===== config.mk =====
export PLATFORM = sky130hd
export DESIGN_NAME = hier_icache_bank_cmd_seq
export DESIGN_NICKNAME = d
export VERILOG_FILES = /design/src/rtl/hier_icache_bank_cmd_seq.sv
export SDC_FILE = /design/constraint.sdc
export NUM_CORES = 1
export LEC_CHECK = 0
export CAP_MARGIN = 20
export CORE_ASPECT_RATIO = 0.6
export CORE_MARGIN = 1
export CORE_UTILIZATION = 40
export CTS_CLUSTER_SIZE = 16
export DETAILED_ROUTE_END_ITERATION = 10
export PLACE_DENSITY = 0.7
export SYNTH_ARGS = -nofsm -noshare
export SYNTH_HDL_FRONTEND = slang
export SYNTH_SLANG_ARGS = --single-unit

===== constraint.sdc =====
create_clock -name clk_i -period 5.3 [get_ports clk_i]
set_clock_uncertainty 0.1 [all_clocks]
set_input_delay 1.325 -clock clk_i [delete_from_list [all_inputs] [get_ports clk_i]]
set_output_delay 1.325 -clock clk_i [all_outputs]
set_load 0.05 [all_outputs]

===== src/rtl/hier_icache_bank_cmd_seq.sv =====
// Maintenance-command sequencer for the shared L1.5 icache banks: raises per-bank
// level requests for one command at a time and reports completion or timeout.
module hier_icache_bank_cmd_seq #(
    parameter int NB_BANKS  = 4,
    parameter int ADDR_W    = 32,
    parameter int TIMEOUT_W = 16
) (
    input  logic                 clk_i,
    input  logic                 rst_i,
    input  logic                 cmd_valid_i,
    output logic                 cmd_ready_o,
    input  logic [1:0]           cmd_op_i,
    input  logic [NB_BANKS-1:0]  cmd_mask_i,
    input  logic [ADDR_W-1:0]    cmd_addr_i,
    input  logic [TIMEOUT_W-1:0] timeout_cycles_i,
    output logic                 busy_o,
    output logic                 done_valid_o,
    output logic                 done_err_o,
    output logic [NB_BANKS-1:0]  done_err_mask_o,
    output logic [NB_BANKS-1:0]  enable_req_o,
    input  logic [NB_BANKS-1:0]  enable_ack_i,
    output logic [NB_BANKS-1:0]  disable_req_o,
    input  logic [NB_BANKS-1:0]  disable_ack_i,
    output logic [NB_BANKS-1:0]  flush_req_o,
    input  logic [NB_BANKS-1:0]  flush_ack_i,
    output logic [NB_BANKS-1:0]  sel_flush_req_o,
    output logic [ADDR_W-1:0]    sel_flush_addr_o,
    input  logic [NB_BANKS-1:0]  sel_flush_ack_i
);

    typedef enum logic [1:0] {
        S_IDLE = 2'd0,
        S_WAIT = 2'd1,
        S_DONE = 2'd2
    } state_t;

    state_t                     r_state;
    logic [1:0]                 r_op;
    logic [NB_BANKS-1:0]        r_pending;
    logic [NB_BANKS-1:0]        r_err_mask;
    logic [TIMEOUT_W-1:0]       r_count;
    logic [ADDR_W-1:0]          r_addr;
    logic                       r_busy;
    logic                       r_done_valid;
    logic                       r_done_err;
    logic [3:0][NB_BANKS-1:0]   r_req;

    logic [3:0][NB_BANKS-1:0]   w_ack_bus;
    logic [NB_BANKS-1:0]        w_ack_sel;
    logic [NB_BANKS-1:0]        w_remaining;
    logic [NB_BANKS-1:0]        w_pending_next;
    logic [TIMEOUT_W:0]         w_count_inc;
    logic                       w_timeout;
    logic                       w_accept;

    // Bus index follows the op encoding: 0 enable, 1 disable, 2 flush, 3 sel_flush.
    assign w_ack_bus      = {sel_flush_ack_i, flush_ack_i, disable_ack_i, enable_ack_i};
    assign w_ack_sel      = w_ack_bus[r_op];
    assign w_remaining    = r_pending & ~w_ack_sel;
    assign w_count_inc    = {1'b0, r_count} + {{TIMEOUT_W{1'b0}}, 1'b1};
    // Success takes priority: a timeout only counts while banks are still outstanding.
    assign w_timeout      = (timeout_cycles_i != '0)
                          && (w_count_inc == {1'b0, timeout_cycles_i})
                          && (w_remaining != '0);
    assign w_pending_next = w_timeout ? '0 : w_remaining;

    assign cmd_ready_o      = (r_state == S_IDLE) && !rst_i;
    assign w_accept         = cmd_valid_i && cmd_ready_o;
    assign busy_o           = r_busy;
    assign done_valid_o     = r_done_valid;
    assign done_err_o       = r_done_err;
    assign done_err_mask_o  = r_err_mask;
    assign enable_req_o     = r_req[0];
    assign disable_req_o    = r_req[1];
    assign flush_req_o      = r_req[2];
    assign sel_flush_req_o  = r_req[3];
    assign sel_flush_addr_o = r_addr;

    always_ff @(posedge clk_i) begin
        if (rst_i) begin
            r_state      <= S_IDLE;
            r_op         <= 2'd0;
            r_pending    <= '0;
            r_err_mask   <= '0;
            r_count      <= '0;
            r_addr       <= '0;
            r_busy       <= 1'b0;
            r_done_valid <= 1'b0;
            r_done_err   <= 1'b0;
            r_req        <= '0;
        end else begin
            r_done_valid <= 1'b0;
            r_done_err   <= 1'b0;
            case (r_state)
                S_IDLE: begin
                    if (w_accept) begin
                        r_op            <= cmd_op_i;
                        r_addr          <= cmd_addr_i;
                        r_pending       <= cmd_mask_i;
                        r_count         <= '0;
                        r_err_mask      <= '0;
                        r_req           <= '0;
                        r_req[cmd_op_i] <= cmd_mask_i;
                        r_busy          <= 1'b1;
                        if (cmd_mask_i != '0) begin
                            r_state <= S_WAIT;
                        end else begin
                            r_state      <= S_DONE;
                            r_done_valid <= 1'b1;
                        end
                    end
                end
                S_WAIT: begin
                    r_pending   <= w_pending_next;
                    r_count     <= (r_count == '1) ? r_count : w_count_inc[TIMEOUT_W-1:0];
                    r_req       <= '0;
                    r_req[r_op] <= w_pending_next;
                    if (w_remaining == '0) begin
                        r_state      <= S_DONE;
                        r_done_valid <= 1'b1;
                    end else if (w_timeout) begin
                        r_state      <= S_DONE;
                        r_done_valid <= 1'b1;
                        r_done_err   <= 1'b1;
                        r_err_mask   <= w_remaining;
                    end
                end
                S_DONE: begin
                    r_state <= S_IDLE;
                    r_busy  <= 1'b0;
                end
                default: begin
                    r_state <= S_IDLE;
                    r_busy  <= 1'b0;
                    r_req   <= '0;
                end
            endcase
        end
    end

endmodule


# ---- After elaboration in Yosys (flattened, before gate mapping)
# Cells that the tools add are included.
dict set report totals {
  regBits 79
  inputBits 73
  output_inout_bits 56
  elab_cells 84
}
dict set report classes {
  add_sub_neg 1
  order_cmp 4
  n_eq_ne 9
  mux 30
  bitwise 6
  n_reduce_logical 21
}
# operator count
set ops {}
lappend ops {{2-to-1 mux 16 bit} 3}
lappend ops {{case mux 16 bit (3 select lines)} 1}
lappend ops {{AND 16 bit} 2}
lappend ops {{2-to-1 mux 4 bit} 8}
lappend ops {{case mux 16 bit (2 select lines)} 1}
lappend ops {{adder 16 x 1 -> 17 bit, second input constant} 1}
lappend ops {{equality test 17 x 16 -> 1 bit} 1}
lappend ops {{demux 4 bit (select 2 bit)} 2}
lappend ops {{equality test 16 bit, second input constant} 1}
lappend ops {{case mux 4 bit (2 select lines)} 2}
lappend ops {{nonzero test 16 bit} 1}
lappend ops {{AND reduction 2 bit} 5}
lappend ops {{binary-select mux 4 bit (select 2 bit)} 1}
lappend ops {{2-to-1 mux 2 bit} 4}
lappend ops {{inequality test 2 bit, second input constant} 4}
lappend ops {{nonzero test 4 bit} 2}
lappend ops {{logical AND 1 bit} 6}
lappend ops {{< comparator 2 x 3 -> 1 bit, second input constant} 2}
lappend ops {{2-to-1 mux 1 bit} 5}
lappend ops {{AND 4 bit} 1}
lappend ops {{greater-or-equal comparator 2 x 1 -> 1 bit, second input constant} 2}
lappend ops {{zero test 4 bit} 1}
lappend ops {{NOT 4 bit} 1}
lappend ops {{case mux 1 bit (2 select lines)} 2}
lappend ops {{other kinds (11)} 12}

# ---- Logic depth before layout (Yosys ltp)
dict set report logic_depth {
  depth_word 9
  ltp_mapped 11
}

# ---- Least setup slack after synthesis
# No wires, ideal clock.
dict set report synth_path {
  path_kind {input to output}
  from {input rst_i}
  to {output cmd_ready_o}
  t_arrival_ns 2.809
  t_required_ns 3.875
  setup_slack_ns 1.066
  cell_stages 3
  n_path_buf 2
  path_cell_list {clkbuf_1 -> buf_1 -> nor3_1}
}
dict set report synth_between {
  elab_chain_cells 2
}
# item line
set synth_lines {}
lappend synth_lines {{start: declaration} 9} ;# input logic rst_i,
lappend synth_lines {{zero test 1 bit} 67} ;# assign cmd_ready_o = (r_state == S_IDLE) && !rst_i;
lappend synth_lines {{logical AND 1 bit} 67}
lappend synth_lines {{end: declaration} 11} ;# output logic cmd_ready_o,
# No other way between the ends.

# ---- Worst setup path in the final report
dict set report layout_path {
  from {input timeout_cycles_i[9]}
  to {register r_req (netlist bit disable_req_o[2])}
}
dict set report layout_between {
  elab_chain_cells 6
  elab_cells_between_ends 7
  cone_classes {1 x eq/ne; 2 x mux; 1 x bitwise; 3 x reduce/logical}
}
# item line
set layout_lines {}
lappend layout_lines {{start: declaration} 15} ;# input logic [TIMEOUT_W-1:0] timeout_cycles_i,
lappend layout_lines {{equality test 17 x 16 -> 1 bit or nonzero test 16 bit (tied branches)} {63, 62}}
lappend layout_lines {{logical AND 1 bit (*)} 63} ;# && (w_count_inc == {1'b0, timeout_cycles_i})
lappend layout_lines {{logical AND 1 bit (*)} 64} ;# && (w_remaining != '0);
lappend layout_lines {{2-to-1 mux 4 bit (*)} 65} ;# assign w_pending_next = w_timeout ? '0 : w_remaining;
lappend layout_lines {{AND 16 bit (no line) (*)} -}
lappend layout_lines {{case mux 16 bit (3 select lines) (*)} 94} ;# case (r_state)
lappend layout_lines {{end signal: indexed assignment} 103} ;# r_req[cmd_op_i] <= cmd_mask_i;
lappend layout_lines {{end signal: indexed assignment} 117} ;# r_req[r_op] <= w_pending_next;
lappend layout_lines {{end: declaration} 46} ;# logic [3:0][NB_BANKS-1:0] r_req;
# Every way passes the cells marked *; elsewhere a longest branch is shown, timed or not.
# A chain may end at the register's enable or synchronous reset.

==> qor.yml <==
drtPass1Iterations: 5
critPathSlowestCell: "and4_1"
synth_cells: 513
synth_edf_count: 0
core-area_um2: 10000
core.rowCount: 28
final_cell_mix: "128 x nand2_1, 127 x clkdlybuf4s50_1, 79 x dfxtp_1, 50 x a21oi_1, 37 x nor2_1"
numPortBuffers: 128
path_buf_inv: 2
yosys.area_share.adder_pct: 0.566
holdPathStages: 2
slew_headroom_pct: 32.2
drv_slew: 0
synth_top_family_by_area: "simple AND/OR/NAND/NOR gates"
via_per_inst: 5.54
hold_viol_final: 0
cts_setup_buffers: 0
rsz0062_at_grt: "false"
htreeDepth: 3
irDropWorstVdd_mv: 0.209
synthArstFlopShare_pct: 0
worstPathRequired_ns: 5.38
dr_total_vias: 4229
antenna_left: 0
crit_chain: "clkdlybuf4s50_1 -> xor2_1 -> nor2_1 -> a2111o_1 -> a31oi_1 -> and4_1 -> and4_1 -> buf_4 -> o22ai_2"
p_per_area_nw_per_um2: 259
critPathCaptureType: "flip-flop"
cp_max_fo: 13
yosysSeqAreaShare_pct: 37.7
grt_max_degree: 78
synth_flop_cell: "dfxtp_1"
die-area_um2: 10900
crit_family: "simple AND/OR/NAND/NOR gates"
grt_overflow_total: 0
synth.distinct_cells: 56
crit_top_cell: "and4_1"
worstHoldEndpoint: "sel_flush_addr_o[27]$_SDFFE_PP0P_"
synth.area.mux_share_pct: 4.53
finalSetupTns_ns: 0
root_buffer: "clkbuf_16"
post_drt_wl_per_cell_um: 16.5
rr_worst_depth: 9
synth_area_um2: 4200
gp_congestion: 0.905
setup.worst_path.start_class: "input pin"
final_cells: 763
syn_nets: 587
r2r_start: "r_count[0]$_SDFFE_PP0P_"
dieHeight_um: 81.4
syn_area_per_cell_um2: 8.18
period_share_pct: 73.5
dp_hpwl_mm: 9.13
drive_gt1_share_pct: 9.08
worst-setup-path-type: "input pin to flip-flop"
cts_buffer_depth: 2
cp.arrival_ns: 3.98
grt.total_usage_pct: 23.7
hold_buffers: 0
outcome: "finished, final reports clean"
final_common_cell: "nand2_1"
antenna_found_initial: 0
clock.fmax_mhz: 257
ys_ff_latch: 79
worstMarginPinSlew_ns: 1.01
cts_resized: 0
synthSimpleGateAreaFrac_pct: 26.0
cts_buffers: 9
drtIter0Drc: 256
drv_cap: 0
start_util_pct: 41.9
ys.warnings.count: 0
hp-class: "flip-flop to flip-flop"
fin_nets: 697
dp_cells: 746
hp-start: "sel_flush_addr_o[27]$_SDFFE_PP0P_"
reg2reg_slack_ns: 1.79
grt_pass1_vias: 4051
synth_compound_area_share_pct: 22.0
grt_first_pass_wirelength_mm: 20.0
n_antenna_cell: 0
clk_latency_ns: 0.33
cts_tree: "done"
drc: 0
clkTransAtPathRegs_ns: 0.06
ios: 129
final.min_clock_period_ns: 3.89
synth_xor_area_share_pct: 4.17
area_delta_synth_final_pct: 37.5
critical-path-max-stage-delay_ns: 0.56
leakage_nw: 1.94
drt-total-wl_mm: 12.6
numClockSinks: 79
setup_viol: 0
die_x_um: 134
rr_endpoint: "disable_req_o[2]$_SDFFE_PP0P_"
[logic make-up after synthesis]
| kind of cell | Yosys count |
|---|---|
| muxes | 14 |
| DFF | 79 |
| AOI/OAI and AO/OA | 127 |
| buffers and inverters | 39 |
| xor gates and xnor gates | 20 |
| and+or+nand+nor | 232 |
| adders and majority gates | 2 |
[per-layer routing]
metal	track usage, %	part of all wire, %	vias to the layer above
li1	-	-	2055
met2	35.1	41	204
met3	10.5	12	8
met4	5.51	0.53	0
met1	31.3	46	1962
met5	0	0	-
[sequential cells by signal, indices dropped and copies added, names as in the netlist]
| register | count |
|---|---|
| flush_req_o | 4 |
| sel_flush_addr_o | 32 |
| r_count | 16 |
| sel_flush_req_o | 4 |
| busy_o | 1 |
| done_valid_o | 1 |
| done_err_mask_o | 4 |
| disable_req_o | 4 |
| r_state | 2 |
| r_pending | 4 |
| enable_req_o | 4 |
| done_err_o | 1 |
| r_op | 2 |
[report_power, final]
part           switching, mW  internal (mW)  total [mW]
clock                  0.256          0.319       0.575
combinational          0.171          0.119       0.290
sequential            0.0155          0.615       0.630
[synthesized netlist by cell type (all sizes together), types with 6 or more instances]
cell type	instances	area, µm²
nand2	128	480
xnor2	13	114
mux2i	10	100
nor2	38	143
o21ai	18	93.8
nor4	9	68.8
a311oi	7	61.3
a32oi	12	105
dfxtp	79	1580
nand4	6	43.8
buf	16	128
a21oi	50	250
o22ai	19	238
xor2	7	61.3
and3	6	37.5
nand3	9	57.6
nand2b	7	43.8
clkbuf	21	78.8
[final cells by class]
type	count	area, µm²
clock buffers	10	229
clock inverters	6	45.0
fillers	933	4250
inverters	2	7.51
multi-input cells	395	2400
flip-flops and latches	79	1580
well taps	135	169
repair buffers	136	1340
[worst min-delay path, cell delays in order (launching register included)]
cell	delay [ns]
dfxtp_1	0.31
nand2_1	0.05
a21oi_1	0.05
[worst max path at each step]
stage / start / end / depth (start not counted)
2_1_floorplan: rst_i / cmd_ready_o / 3
3_3_place_gp: timeout_cycles_i[9] / disable_req_o[3]$_SDFFE_PP0P_ / 9
3_5_place_dp: timeout_cycles_i[9] / disable_req_o[2]$_SDFFE_PP0P_ / 9
4_1_cts: timeout_cycles_i[9] / disable_req_o[2]$_SDFFE_PP0P_ / 9
5_1_grt: timeout_cycles_i[9] / enable_req_o[3]$_SDFFE_PP0P_ / 9
6_report: timeout_cycles_i[9] / disable_req_o[2]$_SDFFE_PP0P_ / 9
[stage by stage]
stage | hold WS [ns] | util (%) | cell area [µm²] | power (mW) | worst slack (ns)
floorplan | 0.389 | - | 4200 | 0.805 | 1.07
global placement | 0.341 | 54.8 | 5490 | 0.927 | 1.13
detailed placement | 0.346 | 54.8 | 5490 | 0.929 | 1.10
CTS | 0.356 | 57.5 | 5770 | 1.50 | 1.43
global route | 0.370 | 57.6 | 5770 | 1.56 | 1.18
finish | 0.358 | 57.6 | 5770 | 1.50 | 1.41
Power figures use the tool's default switching activity.
